File: src/rtl/mux_pkg.sv
// Shared definitions for the registered N-channel multiplexer.
// Mode encodings and a lowest-set-bit helper.
package mux_pkg;

  localparam logic [1:0] MODE_MANUAL = 2'b00;
  localparam logic [1:0] MODE_PRIO   = 2'b01;
  localparam logic [1:0] MODE_RR     = 2'b10;
  localparam logic [1:0] MODE_RSVD   = 2'b11;

  localparam int MAX_CH = 32;

  function automatic int lowest_set(
    input logic [MAX_CH-1:0] v
  );
    int r;
    r = 0;
    for (int i = MAX_CH - 1; i >= 0; i--) begin
      if (v[i]) r = i;
    end
    return r;
  endfunction

endpackage

File: src/rtl/mux_rr_reg_arbiter.sv
// Combinational grant logic: manual select, fixed priority
// or round-robin from a pointer. Grant is one-hot or zero.
module rr_arbiter
  import mux_pkg::*;
#(
  parameter int N_CH = 4,
  parameter int CH_W = $clog2(N_CH)
) (
  input  logic [N_CH-1:0] req,
  input  logic [CH_W-1:0] ptr,
  input  logic [1:0]      mode,
  input  logic [CH_W-1:0] sel,
  output logic [N_CH-1:0] grant
);

  logic [N_CH-1:0] g_man;
  logic [N_CH-1:0] g_pri;
  logic [N_CH-1:0] g_rr;

  always_comb begin
    g_man = '0;
    if (int'(sel) < N_CH) begin
      if (req[sel]) g_man[sel] = 1'b1;
    end
  end

  always_comb begin
    g_pri = '0;
    if (|req) g_pri[lowest_set(MAX_CH'(req))] = 1'b1;
  end

  // Search starts at ptr and wraps once around all channels.
  always_comb begin
    int  idx;
    logic found;
    g_rr  = '0;
    found = 1'b0;
    idx   = 0;
    for (int k = 0; k < N_CH; k++) begin
      idx = int'(ptr) + k;
      if (idx >= N_CH) idx = idx - N_CH;
      if (!found && req[idx]) begin
        g_rr[idx] = 1'b1;
        found     = 1'b1;
      end
    end
  end

  always_comb begin
    grant = '0;
    unique case (1'b1)
      mode == MODE_MANUAL: grant = g_man;
      mode == MODE_PRIO:   grant = g_pri;
      mode == MODE_RR:     grant = g_rr;
      default:             grant = '0;
    endcase
  end

endmodule

File: src/rtl/mux_rr_reg.sv
// Registered N-channel mux with per-channel valid/ready and a
// one-entry output register; owns the round-robin pointer.
module mux_rr_reg
  import mux_pkg::*;
#(
  parameter int N_CH  = 4,
  parameter int WIDTH = 8,
  parameter int CH_W  = $clog2(N_CH)
) (
  input  logic                    clk,
  input  logic                    rst,
  input  logic [1:0]              mode,
  input  logic [CH_W-1:0]         sel,
  input  logic [N_CH-1:0]         in_valid,
  input  logic [N_CH*WIDTH-1:0]   in_data,
  output logic [N_CH-1:0]         in_ready,
  output logic                    out_valid,
  input  logic                    out_ready,
  output logic [WIDTH-1:0]        out_data,
  output logic [CH_W-1:0]         out_ch
);

  typedef struct packed {
    logic             valid;
    logic [CH_W-1:0]  ch;
    logic [WIDTH-1:0] data;
  } oreg_t;

  oreg_t           oreg;
  logic [CH_W-1:0] rr_ptr;
  logic [CH_W-1:0] gidx;
  logic [CH_W-1:0] ptr_nxt;
  logic [N_CH-1:0] grant;
  logic            load_en;
  logic            xfer;

  rr_arbiter #(
    .N_CH (N_CH),
    .CH_W (CH_W)
  ) u_arb (
    .req   (in_valid),
    .ptr   (rr_ptr),
    .mode  (mode),
    .sel   (sel),
    .grant (grant)
  );

  assign load_en  = !oreg.valid || out_ready;
  assign in_ready = rst ? '0 : (grant & {N_CH{load_en}});
  assign xfer     = |(in_valid & in_ready);
  assign gidx     = CH_W'(lowest_set(MAX_CH'(grant)));
  assign ptr_nxt  = (int'(gidx) == N_CH - 1) ? '0
                  : gidx + 1'b1;

  // A load wins over a drain, giving one word per cycle.
  always_ff @(posedge clk) begin
    if (rst) begin
      oreg   <= '0;
      rr_ptr <= '0;
    end else begin
      if (xfer) begin
        oreg.valid <= 1'b1;
        oreg.ch    <= gidx;
        oreg.data  <= in_data[gidx*WIDTH +: WIDTH];
        if (mode == MODE_RR) rr_ptr <= ptr_nxt;
      end else if (oreg.valid && out_ready) begin
        oreg.valid <= 1'b0;
      end
    end
  end

  assign out_valid = oreg.valid;
  assign out_data  = oreg.data;
  assign out_ch    = oreg.ch;

endmodule

File: config.mk
export PLATFORM = sky130hd
export DESIGN_NAME = mux_rr_reg
export DESIGN_NICKNAME = d
export VERILOG_FILES = /design/src/rtl/mux_pkg.sv /design/src/rtl/mux_rr_reg_arbiter.sv /design/src/rtl/mux_rr_reg.sv
export SDC_FILE = /design/constraint.sdc
export NUM_CORES = 1
export LEC_CHECK = 0
export BUFFER_PORTS_ARGS = -buffer_cell sky130_fd_sc_hd__buf_4
export CAP_MARGIN = 30
export CORE_ASPECT_RATIO = 0.75
export CORE_MARGIN = 5
export CORE_UTILIZATION = 50
export DETAILED_ROUTE_END_ITERATION = 12
export PLACE_DENSITY = 0.85
export REMOVE_ABC_BUFFERS = 1
export SYNTH_ARGS = -nofsm -noshare
export SYNTH_HDL_FRONTEND = slang
export SYNTH_HIERARCHICAL = 1
export SYNTH_SLANG_ARGS = --single-unit
File: constraint.sdc
create_clock -name clk -period 7.1 [get_ports clk]
set_clock_uncertainty 0.05 [all_clocks]
set_input_delay 0.71 -clock clk [delete_from_list [all_inputs] [get_ports clk]]
set_output_delay 0.71 -clock clk [all_outputs]
set_load 0.02 [all_outputs]
==> impl_metrics.tcl, run 1 <==
set metrics [dict create \
    ys.flop_type "dfxtp_1" \
    post_cts_buffers 0 \
    ys_seq_elements 13 \
    cts.sinks 13 \
    clock_latency_ns 0.28 \
    clk_pin_slew_ns 0.08 \
    cp.required_ns 6.34 \
    yosysSeqAreaShare_pct 19.5 \
    crit_family "compound AO/OA/AOI/OAI gates" \
    setup_tns_ns 0 \
    status "complete, no violations" \
    p_clk_share_pct 19.7 \
    synth_simple_gate_area_share_pct 18.2 \
    period_needed_ns 4.38 \
    tightest_slew_ns 0.985 \
    slew_viol_final 0 \
    hold_path_class "register to register" \
    area_growth_syn_to_layout_pct 31.7 \
    drtAntennaViolNets 0 \
    path_cells "inv_1, ha_1, inv_1, a211o_1, a22oi_1, a221oi_1, o21ai_1, and3_1, buf_4" \
    synth_edf_count 0 \
    internal-power_mw 0.151 \
    cp_max_fo 15 \
    port_buffers 57 \
    numCtsBuffers 3 \
    vias 1466 \
    cp_num_buf_inv 3 \
    seqPwrFrac_pct 34.7 \
    critPathLaunchType "register" \
    grt_remaining_overflow 0 \
    r2r_slack_ns 2.98 \
    p_sw_mw 0.0903 \
    syn_inst 153 \
    grt_pass1_vias 1280 \
    synth_compound_area_share_pct 40.1 \
    worst-r2r-cell-count 11 \
    ir_drop_uv 105 \
    drt-total-wl_mm 4.13 \
    firstDrtPassIters 4 \
    synthArstFlopShare_pct 0 \
    gp_congestion 0.883 \
    fp.dieArea_um2 3810 \
    ctsHoldBuffers 0 \
    crit_path_end "in_ready[2]" \
    grt.total_usage_pct 20.4 \
    first_iter_violations 157 \
    core_area_um2 2580 \
    die_h_um 54.7 \
    die_w_um 69.6 \
    synth_cell_type_count 54 \
    nNetsFinal 253 \
    viasPerCell 6.11 \
    ys_warn_count 6 \
    n_antenna_cell 0 \
    drive_above_1_share_pct 39.7 \
    rows 16 \
    synth_top_family_by_area "compound AO/OA/AOI/OAI gates" \
    synth_mux_area_share_pct 9.19 \
    crit_path_max_incr_delay_ns 0.79 \
    power.density_nw_per_um2 137 \
    leakagePower_nw 0.777 \
    hold_viol 0 \
    root_buffer "clkbuf_4" \
    critPathLaunch "rr_ptr[0]$_SDFFE_PP0P_" \
    slew_headroom_pct 33.8 \
    timing.rr.start "rr_ptr[0]$_SDFFE_PP0P_" \
    fillers 215 \
    avgRoutedWirePerCell_um 17.2 \
    combPwrFrac_pct 45.7 \
    crit_arrival_ns 3.62 \
    rsz0062_at_grt "no" \
    syn_area_per_cell_um2 8.72 \
    fmax_mhz 228 \
    crit_cells 9 \
    synthAdderAreaFrac_pct 4.69 \
    drcViolationCount 0 \
    antenna_found_initial 0 \
    netSwitchingFraction_pct 37.5 \
    grt_max_degree 18 \
    cp-end-kind "output pin" \
    grt_pass1_wl_mm 6.15 \
    cts_tree "done" \
    crit_top_cell "inv_1" \
    post-route-period-util_pct 61.6 \
    cap_violations 0 \
    syn-cell-area_um2 1330 \
    setup_viol 0 \
    ctsResizeCount 0 \
    synth-xor-area-share_pct 0 \
    r2r-end "out_data[2]$_SDFFE_PP0P_" \
    holdWs_ns 0.423 \
    critPathSlowestCell "o21ai_1" \
    htreeDepth 1 \
    initial_core_util_pct 51.6 \
    cts_max_path_buffers 2 \
    dp_hpwl_mm 3.29 \
    io_pins 58 \
    critPathKind "register to output pin" \
]
==> metrics by stage <==
step | std cells | setup slack [ns] | area [µm²] | util (%) | total power, mW
2_1_floorplan | 143 | 3.55 | 1260 | - | 0.148
3_3_place_gp | 236 | 3.29 | 1730 | 67.0 | 0.191
3_5_place_dp | 236 | 3.11 | 1730 | 67.0 | 0.194
4_1_cts | 240 | 2.81 | 1760 | 68.0 | 0.241
5_1_grt | 240 | 2.55 | 1760 | 68.0 | 0.256
6_report | 240 | 2.72 | 1760 | 68.0 | 0.241
==> placed cells by master, fill, tap and decap left out, types with 3 or more instances in the layout <==
cell       n
mux2_2     4
and3_1     5
o21ai_1    3
mux2i_1    4
inv_1      8
a221oi_1   3
a22o_1     9
a22oi_1    8
ha_1       5
clkbuf_4   3
buf_4     57
o21ai_0   10
dfxtp_1   13
nor2_1     9
nand2_1   10
a31oi_1    6
a32oi_1    3
==> power by group through the flow <==
stage          clock network (mW)  registers, mW  logic (mW)
6_report                   0.0475         0.0835       0.110
4_1_cts                    0.0486         0.0836       0.109
3_3_place_gp                    0         0.0849       0.106
2_1_floorplan                   0         0.0908      0.0569
5_1_grt                    0.0535         0.0847       0.118
3_5_place_dp                    0         0.0852       0.108
==> state kept, by name, summed over array words and instances (netlist names) <==
name and flops:
out_data 8, rr_ptr 2, out_ch 2, out_valid 1
==> cell type report <==
| class | instances | area (µm²) | share of cell area [%] |
|---|---|---|---|
| Clock inverter | 1 | 5.00 | 0.285 |
| Tap cell | 36 | 45.0 | 2.56 |
| Timing Repair Buffer | 57 | 428 | 24.4 |
| Multi-Input combinational cell | 121 | 962 | 54.8 |
| Inverter | 9 | 33.8 | 1.92 |
| Sequential cell | 13 | 260 | 14.8 |
| Clock buffer | 3 | 22.5 | 1.28 |
==> synth_stat cells (4+ instances only) <==
library cell | number | area (µm²)
nor2_1 | 9 | 33.8
nand2_1 | 10 | 37.5
buf_6 | 5 | 56.3
inv_1 | 8 | 30.0
a22oi_1 | 8 | 60.1
o21ai_0 | 10 | 50.1
mux2_2 | 4 | 45.0
ha_1 | 5 | 62.6
mux2i_1 | 4 | 40.0
a31oi_1 | 6 | 37.5
dfxtp_1 | 13 | 260
a22o_1 | 9 | 78.8
and3_1 | 5 | 31.3
==> kinds of logic (layout without fill, tap and decap cells) <==
kind of cell | count (synthesis) | in the layout
buffers and inverters | 19 | 70
and+or+nand+nor | 40 | 40
muxes | 10 | 10
adders and majority gates | 5 | 5
AOI/OAI and AO/OA | 66 | 66
DFF | 13 | 13
==> layer usage <==
layer / track usage (%) / wire length [µm] / part of all wire, % / up-vias
met5: 0 / 0 / 0 / -
met3: 4.95 / 235 / 5.7 / 2
met1: 26.7 / 1830 / 44 / 713
met4: 2.55 / 17 / 0.41 / 0
li1: - / - / - / 699
met2: 35.6 / 2050 / 50 / 52
==> tightest hold or removal path: stages, from the launching register on <==
cell     delay (ns)
dfxtp_1        0.32
nand2_1        0.07
a21oi_2        0.05
==> how the worst min path moves through the flow <==
stage / startpoint / endpoint / cells after the start / slack, ns
after global routing: out_ch[1]$_SDFFE_PP0P_ / out_ch[1]$_SDFFE_PP0P_ / 2 / 0.44
after CTS: out_ch[1]$_SDFFE_PP0P_ / out_ch[1]$_SDFFE_PP0P_ / 2 / 0.42
after detailed placement: out_ch[1]$_SDFFE_PP0P_ / out_ch[1]$_SDFFE_PP0P_ / 2 / 0.41
after global placement: out_ch[1]$_SDFFE_PP0P_ / out_ch[1]$_SDFFE_PP0P_ / 2 / 0.41
after floorplan: out_ch[1]$_SDFFE_PP0P_ / out_ch[1]$_SDFFE_PP0P_ / 2 / 0.48
final: out_ch[1]$_SDFFE_PP0P_ / out_ch[1]$_SDFFE_PP0P_ / 2 / 0.42
(Power assumes the default switching activity.)
==> inputs of run 2 (changes only) <==
--- a/config.mk
+++ b/config.mk
@@ -9,9 +9,9 @@
 export CAP_MARGIN = 30
 export CORE_ASPECT_RATIO = 0.75
 export CORE_MARGIN = 5
-export CORE_UTILIZATION = 50
+export CORE_UTILIZATION = 43
 export DETAILED_ROUTE_END_ITERATION = 12
-export PLACE_DENSITY = 0.85
+export PLACE_DENSITY = 0.77
 export REMOVE_ABC_BUFFERS = 1
 export SYNTH_ARGS = -nofsm -noshare
 export SYNTH_HDL_FRONTEND = slang
==> constraint.sdc (replaced) <==
create_clock -name clk -period 3.9 [get_ports clk]
set_clock_uncertainty 0.05 [all_clocks]
set_input_delay 0.39 -clock clk [delete_from_list [all_inputs] [get_ports clk]]
set_output_delay 0.39 -clock clk [all_outputs]
set_load 0.02 [all_outputs]
==> run 2 against run 1 <==
Non-clock buffer count up 3. First-iteration DRC count down 9.6%. Sequential power up 80%. Critical path type unchanged. Sequential share of layout area down 0.35 points. Largest power group unchanged. Clock power rose to 2.5 times the previous value. Final cell count up 2.1%. Combinational power up 86%. Wire length down 0.97%.
==> impl_metrics.tcl, run 2 (same netlist as run 1, synthesis figures left out) <==
set metrics [dict create \
    root_buffer "clkbuf_8" \
    layout_commonest_cell "buf_4" \
    tightest_slew_ns 0.801 \
    slew_headroom_pct 46.2 \
    crit_top_cell "buf_4" \
    power.density_nw_per_um2 265 \
    cts_tree "done" \
    io_pins 58 \
    largest_reg_flops 8 \
    cts.sinks 13 \
    period_needed_ns 3.49 \
    vias 1447 \
    drt-total-wl_mm 4.09 \
    cp.required_ns 3.46 \
    die_w_um 74.3 \
    fillers 255 \
    worst-r2r-cell-count 9 \
    ir_drop_uv 128 \
    seqCellArea_um2 260 \
    cts_max_path_buffers 2 \
    slew_viol_final 0 \
    highest-signal-layer "met4" \
    die_h_um 58.2 \
    cp_max_fo 10 \
    crit_arrival_ns 3.05 \
    m1WireLength_mm 1.74 \
    first_iter_violations 142 \
    drcViolationCount 0 \
    firstDrtPassIters 4 \
    grt_max_degree 18 \
    drive_above_1_share_pct 40.1 \
    crit_cells 9 \
    cp-end-kind "output pin" \
    post_cts_buffers 0 \
    viasPerCell 5.91 \
    fmax_mhz 286 \
    dp_hpwl_mm 3.23 \
    utilization_pct 60.9 \
    critPathLaunchType "register" \
    cp_num_buf_inv 3 \
    initial_core_util_pct 45.1 \
    clock_latency_ns 0.25 \
    dr_wl_met2_mm 1.99 \
    grt_pass1_vias 1383 \
    cap_violations 0 \
    crit_path_max_incr_delay_ns 0.62 \
    post-route-period-util_pct 89.6 \
    ctsHoldBuffers 0 \
    setup_viol 0 \
    clk_pin_slew_ns 0.06 \
    fp.dieArea_um2 4330 \
    whs_path_depth 2 \
    wl_met3_um 302 \
    area_growth_syn_to_layout_pct 34.9 \
    layout_common_cells "buf_4, dfxtp_1, nand2_1, o21ai_0" \
    drtAntennaViolNets 0 \
    gp_congestion 0.965 \
    n_antenna_cell 0 \
    hold_viol 0 \
    avgRoutedWirePerCell_um 16.7 \
    hold_path_class "input port to register" \
    status "complete, no violations" \
    port_buffers 57 \
    leakagePower_nw 0.798 \
    grt_pass1_wl_mm 6.44 \
    critPathSlowestCell "mux4_2" \
    rsz0062_at_grt "no" \
    critPathKind "register to output pin" \
    path_cells "inv_1, ha_1, mux4_2, nor4_4, a32oi_1, o21ai_1, buf_4, and3_1, buf_4" \
    grt.total_usage_pct 18.9 \
    crit_family "multiplexers" \
    antenna_found_initial 0 \
    rows 17 \
    multi_input_area_um2 962 \
    numCtsBuffers 3 \
    nNetsFinal 256 \
    htreeDepth 1 \
    grt_remaining_overflow 0 \
    core_area_um2 2960 \
    setup_tns_ns 0 \
    ctsResizeCount 0 \
]
[run 2: report_power, final]
group / switching (mW) / internal (mW)
logic: 0.110 / 0.0957
clock network: 0.0486 / 0.0722
registers: 0.00630 / 0.144
[run 2: area by class of cell]
class	count	area share, %
Timing Repair Buffer	60	25.0
Clock buffer	4	2.50
Multi-Input combinational cell	121	53.5
Tap cell	38	2.64
Sequential cell	13	14.5
Inverter	9	1.88
[run 2: final timing paths]
kind / startpoint / endpoint / slack (ns)
max: rr_ptr[1]$_SDFFE_PP0P_ / in_ready[2] / 0.41
min: rst / out_ch[1]$_SDFFE_PP0P_ / 0.29
max reg2reg: rr_ptr[1]$_SDFFE_PP0P_ / rr_ptr[0]$_SDFFE_PP0P_ / 0.44
min reg2reg: out_ch[1]$_SDFFE_PP0P_ / out_ch[1]$_SDFFE_PP0P_ / 0.42
[run 2: metal layers]
metal	vias to the layer above	track usage (%)
li1	705	-
met1	680	25.5
met2	53	29.4
met3	9	4.68
met4	0	6.35
met5	-	0
[run 2: per-stage QoR]
stage	hold slack [ns]	instance area (µm²)	total power, mW	instances	setup slack, ns
finish	0.293	1800	0.476	245	0.407
global route	0.284	1800	0.506	245	0.103
floorplan	0.402	1260	0.269	143	0.364
CTS	0.287	1800	0.478	245	0.427
global placement	0.397	1750	0.350	241	0.554
detailed placement	0.418	1750	0.356	241	0.458
==> inputs of run 3 (changes only) <==
--- a/config.mk
+++ b/config.mk
@@ -5,14 +5,14 @@
 export SDC_FILE = /design/constraint.sdc
 export NUM_CORES = 1
 export LEC_CHECK = 0
+export ABC_CLOCK_PERIOD_IN_PS = 4400
 export BUFFER_PORTS_ARGS = -buffer_cell sky130_fd_sc_hd__buf_4
 export CAP_MARGIN = 30
 export CORE_ASPECT_RATIO = 0.75
 export CORE_MARGIN = 5
-export CORE_UTILIZATION = 43
+export CORE_UTILIZATION = 50
 export DETAILED_ROUTE_END_ITERATION = 12
-export PLACE_DENSITY = 0.77
-export REMOVE_ABC_BUFFERS = 1
+export PLACE_DENSITY = 0.85
 export SYNTH_ARGS = -nofsm -noshare
 export SYNTH_HDL_FRONTEND = slang
 export SYNTH_HIERARCHICAL = 1
==> constraint.sdc (replaced) <==
create_clock -name clk -period 4.4 [get_ports clk]
set_clock_uncertainty 0.05 [all_clocks]
set_input_delay 0.44 -clock clk [delete_from_list [all_inputs] [get_ports clk]]
set_output_delay 0.44 -clock clk [all_outputs]
set_load 0.02 [all_outputs]
==> run 3 against run 2 <==
Utilization is 7.4 points higher. Sequential share of layout area up 0.30 points. Non-clock buffer count is 2 lower. Global-route usage increased by 2.0 points. Die area shrank 12%. Register-to-register slack improved by 0.04 ns. Wire length up 2.6%.
==> impl_metrics.tcl, run 3 (same netlist as run 1, synthesis figures left out) <==
set metrics [dict create \
    initial_core_util_pct 51.6 \
    cp_num_buf_inv 2 \
    root_buffer "clkbuf_4" \
    crit_path_max_incr_delay_ns 0.64 \
    antenna_found_initial 0 \
    port_buffers 57 \
    leakagePower_nw 0.780 \
    setup_tns_ns 0 \
    post_cts_buffers 0 \
    min_to "out_ch[1]$_SDFFE_PP0P_" \
    place_ws_ns 0.568 \
    viasPerCell 6.16 \
    r2r_slack_ns 0.48 \
    numCtsBuffers 3 \
    firstDrtPassIters 4 \
    holdWs_ns 0.286 \
    drive_above_1_share_pct 39.5 \
    period_needed_ns 3.92 \
    cts_tree "done" \
    grt.total_usage_pct 21.0 \
    die_w_um 69.6 \
    grt_remaining_overflow 0 \
    power.density_nw_per_um2 222 \
    tightest_slew_ns 0.746 \
    slew_headroom_pct 49.8 \
    power_mw 0.391 \
    syn-num-nets 201 \
    fmax_mhz 255 \
    ctsHoldBuffers 0 \
    grt_pass1_vias 1297 \
    die_h_um 54.7 \
    core_area_um2 2580 \
    utilization_pct 68.3 \
    cp_max_fo 15 \
    setup_viol 0 \
    rsz0062_at_grt "no" \
    placed_cells 237 \
    timing.rr.start "rr_ptr[0]$_SDFFE_PP0P_" \
    hold_path_class "input port to register" \
    cts.sinks 13 \
    r2r-end "out_data[2]$_SDFFE_PP0P_" \
    crit_top_cell "inv_1" \
    avgRoutedWirePerCell_um 17.4 \
    drtAntennaViolNets 0 \
    slew_viol_final 0 \
    clock_latency_ns 0.28 \
    cap_violations 0 \
    grt_max_degree 18 \
    layout_common_cells "buf_4, dfxtp_1, nand2_1, o21ai_0" \
    layout_commonest_cell "buf_4" \
    largest_reg_flops 8 \
    critPathLaunchType "register" \
    nNetsFinal 254 \
    dp_hpwl_mm 3.29 \
    first_iter_violations 158 \
    hold_viol 0 \
    finalNonFillerCells 241 \
    rows 16 \
    final.setup.worst_slack_ns 0.484 \
    vias 1484 \
    worst-r2r-cell-count 11 \
    path_cells "inv_1, ha_1, inv_1, a211o_1, a22oi_1, a221oi_1, o21ai_1, nor2b_1, a221o_1, a221oi_2, nor2_1" \
    crit_arrival_ns 4.04 \
    cp-end-kind "register" \
    critPathKind "register to register" \
    placed_cell_area_um2 1740 \
    hp-start "rst" \
    n_antenna_cell 0 \
    ir_drop_uv 167 \
    clk_pin_slew_ns 0.08 \
    grt_pass1_wl_mm 6.31 \
    ctsResizeCount 0 \
    area_growth_syn_to_layout_pct 32.2 \
    post-route-period-util_pct 89.0 \
    drcViolationCount 0 \
    drt-total-wl_mm 4.20 \
    final_area_um2 1760 \
    cts_max_path_buffers 2 \
    critPathLaunch "rr_ptr[0]$_SDFFE_PP0P_" \
    status "complete, no violations" \
    crit_family "compound AO/OA/AOI/OAI gates" \
    gp_congestion 0.926 \
    whs_path_depth 2 \
    cp.required_ns 4.52 \
    fp.dieArea_um2 3810 \
    critPathSlowestCell "dfxtp_1" \
    htreeDepth 1 \
    io_pins 58 \
]
-- run 3: cell types whose count changed in the layout (fill, tap and decap cells not counted), sizes merged --
| cell | previous run | this run |
|---|---|---|
| buf | 60 | 58 |
-- run 3: worst max path at each step --
stage / to / slack, ns / cells past startpoint
2_1_floorplan: rr_ptr[0]$_SDFFE_PP0P_ / 1.14 / 11
3_3_place_gp: rr_ptr[0]$_SDFFE_PP0P_ / 0.68 / 9
3_5_place_dp: out_data[2]$_SDFFE_PP0P_ / 0.57 / 11
4_1_cts: in_ready[1] / 0.54 / 9
5_1_grt: out_data[2]$_SDFFE_PP0P_ / 0.16 / 11
6_report: out_data[2]$_SDFFE_PP0P_ / 0.48 / 11
-- run 3: per-layer routing --
metal  vias up  GRT usage, %  wire (µm)
li1        704             -          -
met1       714          29.0       1820
met2        66          35.1       2030
met3         0          4.22        347
met4         0          2.55          0
met5         -             0          0
-- run 3: layout make-up --
cell class	count	area (µm²)
tap	36	45.0
timing repair buffer	58	435
inverter	9	33.8
clock buffer	4	26.3
multi-input combinational	121	962
sequential	13	260
fill	207	820
-- run 3: power by group --
part / switching [mW] / internal [mW] / total (mW)
logic: 0.0962 / 0.0836 / 0.180
registers: 0.00746 / 0.127 / 0.134
clock network: 0.0418 / 0.0352 / 0.0770
total: 0.145 / 0.246 / 0.391
-- run 3: worst register-to-register path, delay by kind of cell, from the launching register on --
kind	cells	cell delay (ns)
flops	1	0.64
buf+inv	2	0.29
simple gates	2	0.37
compound gates	6	1.98
fa+ha+maj	1	0.46
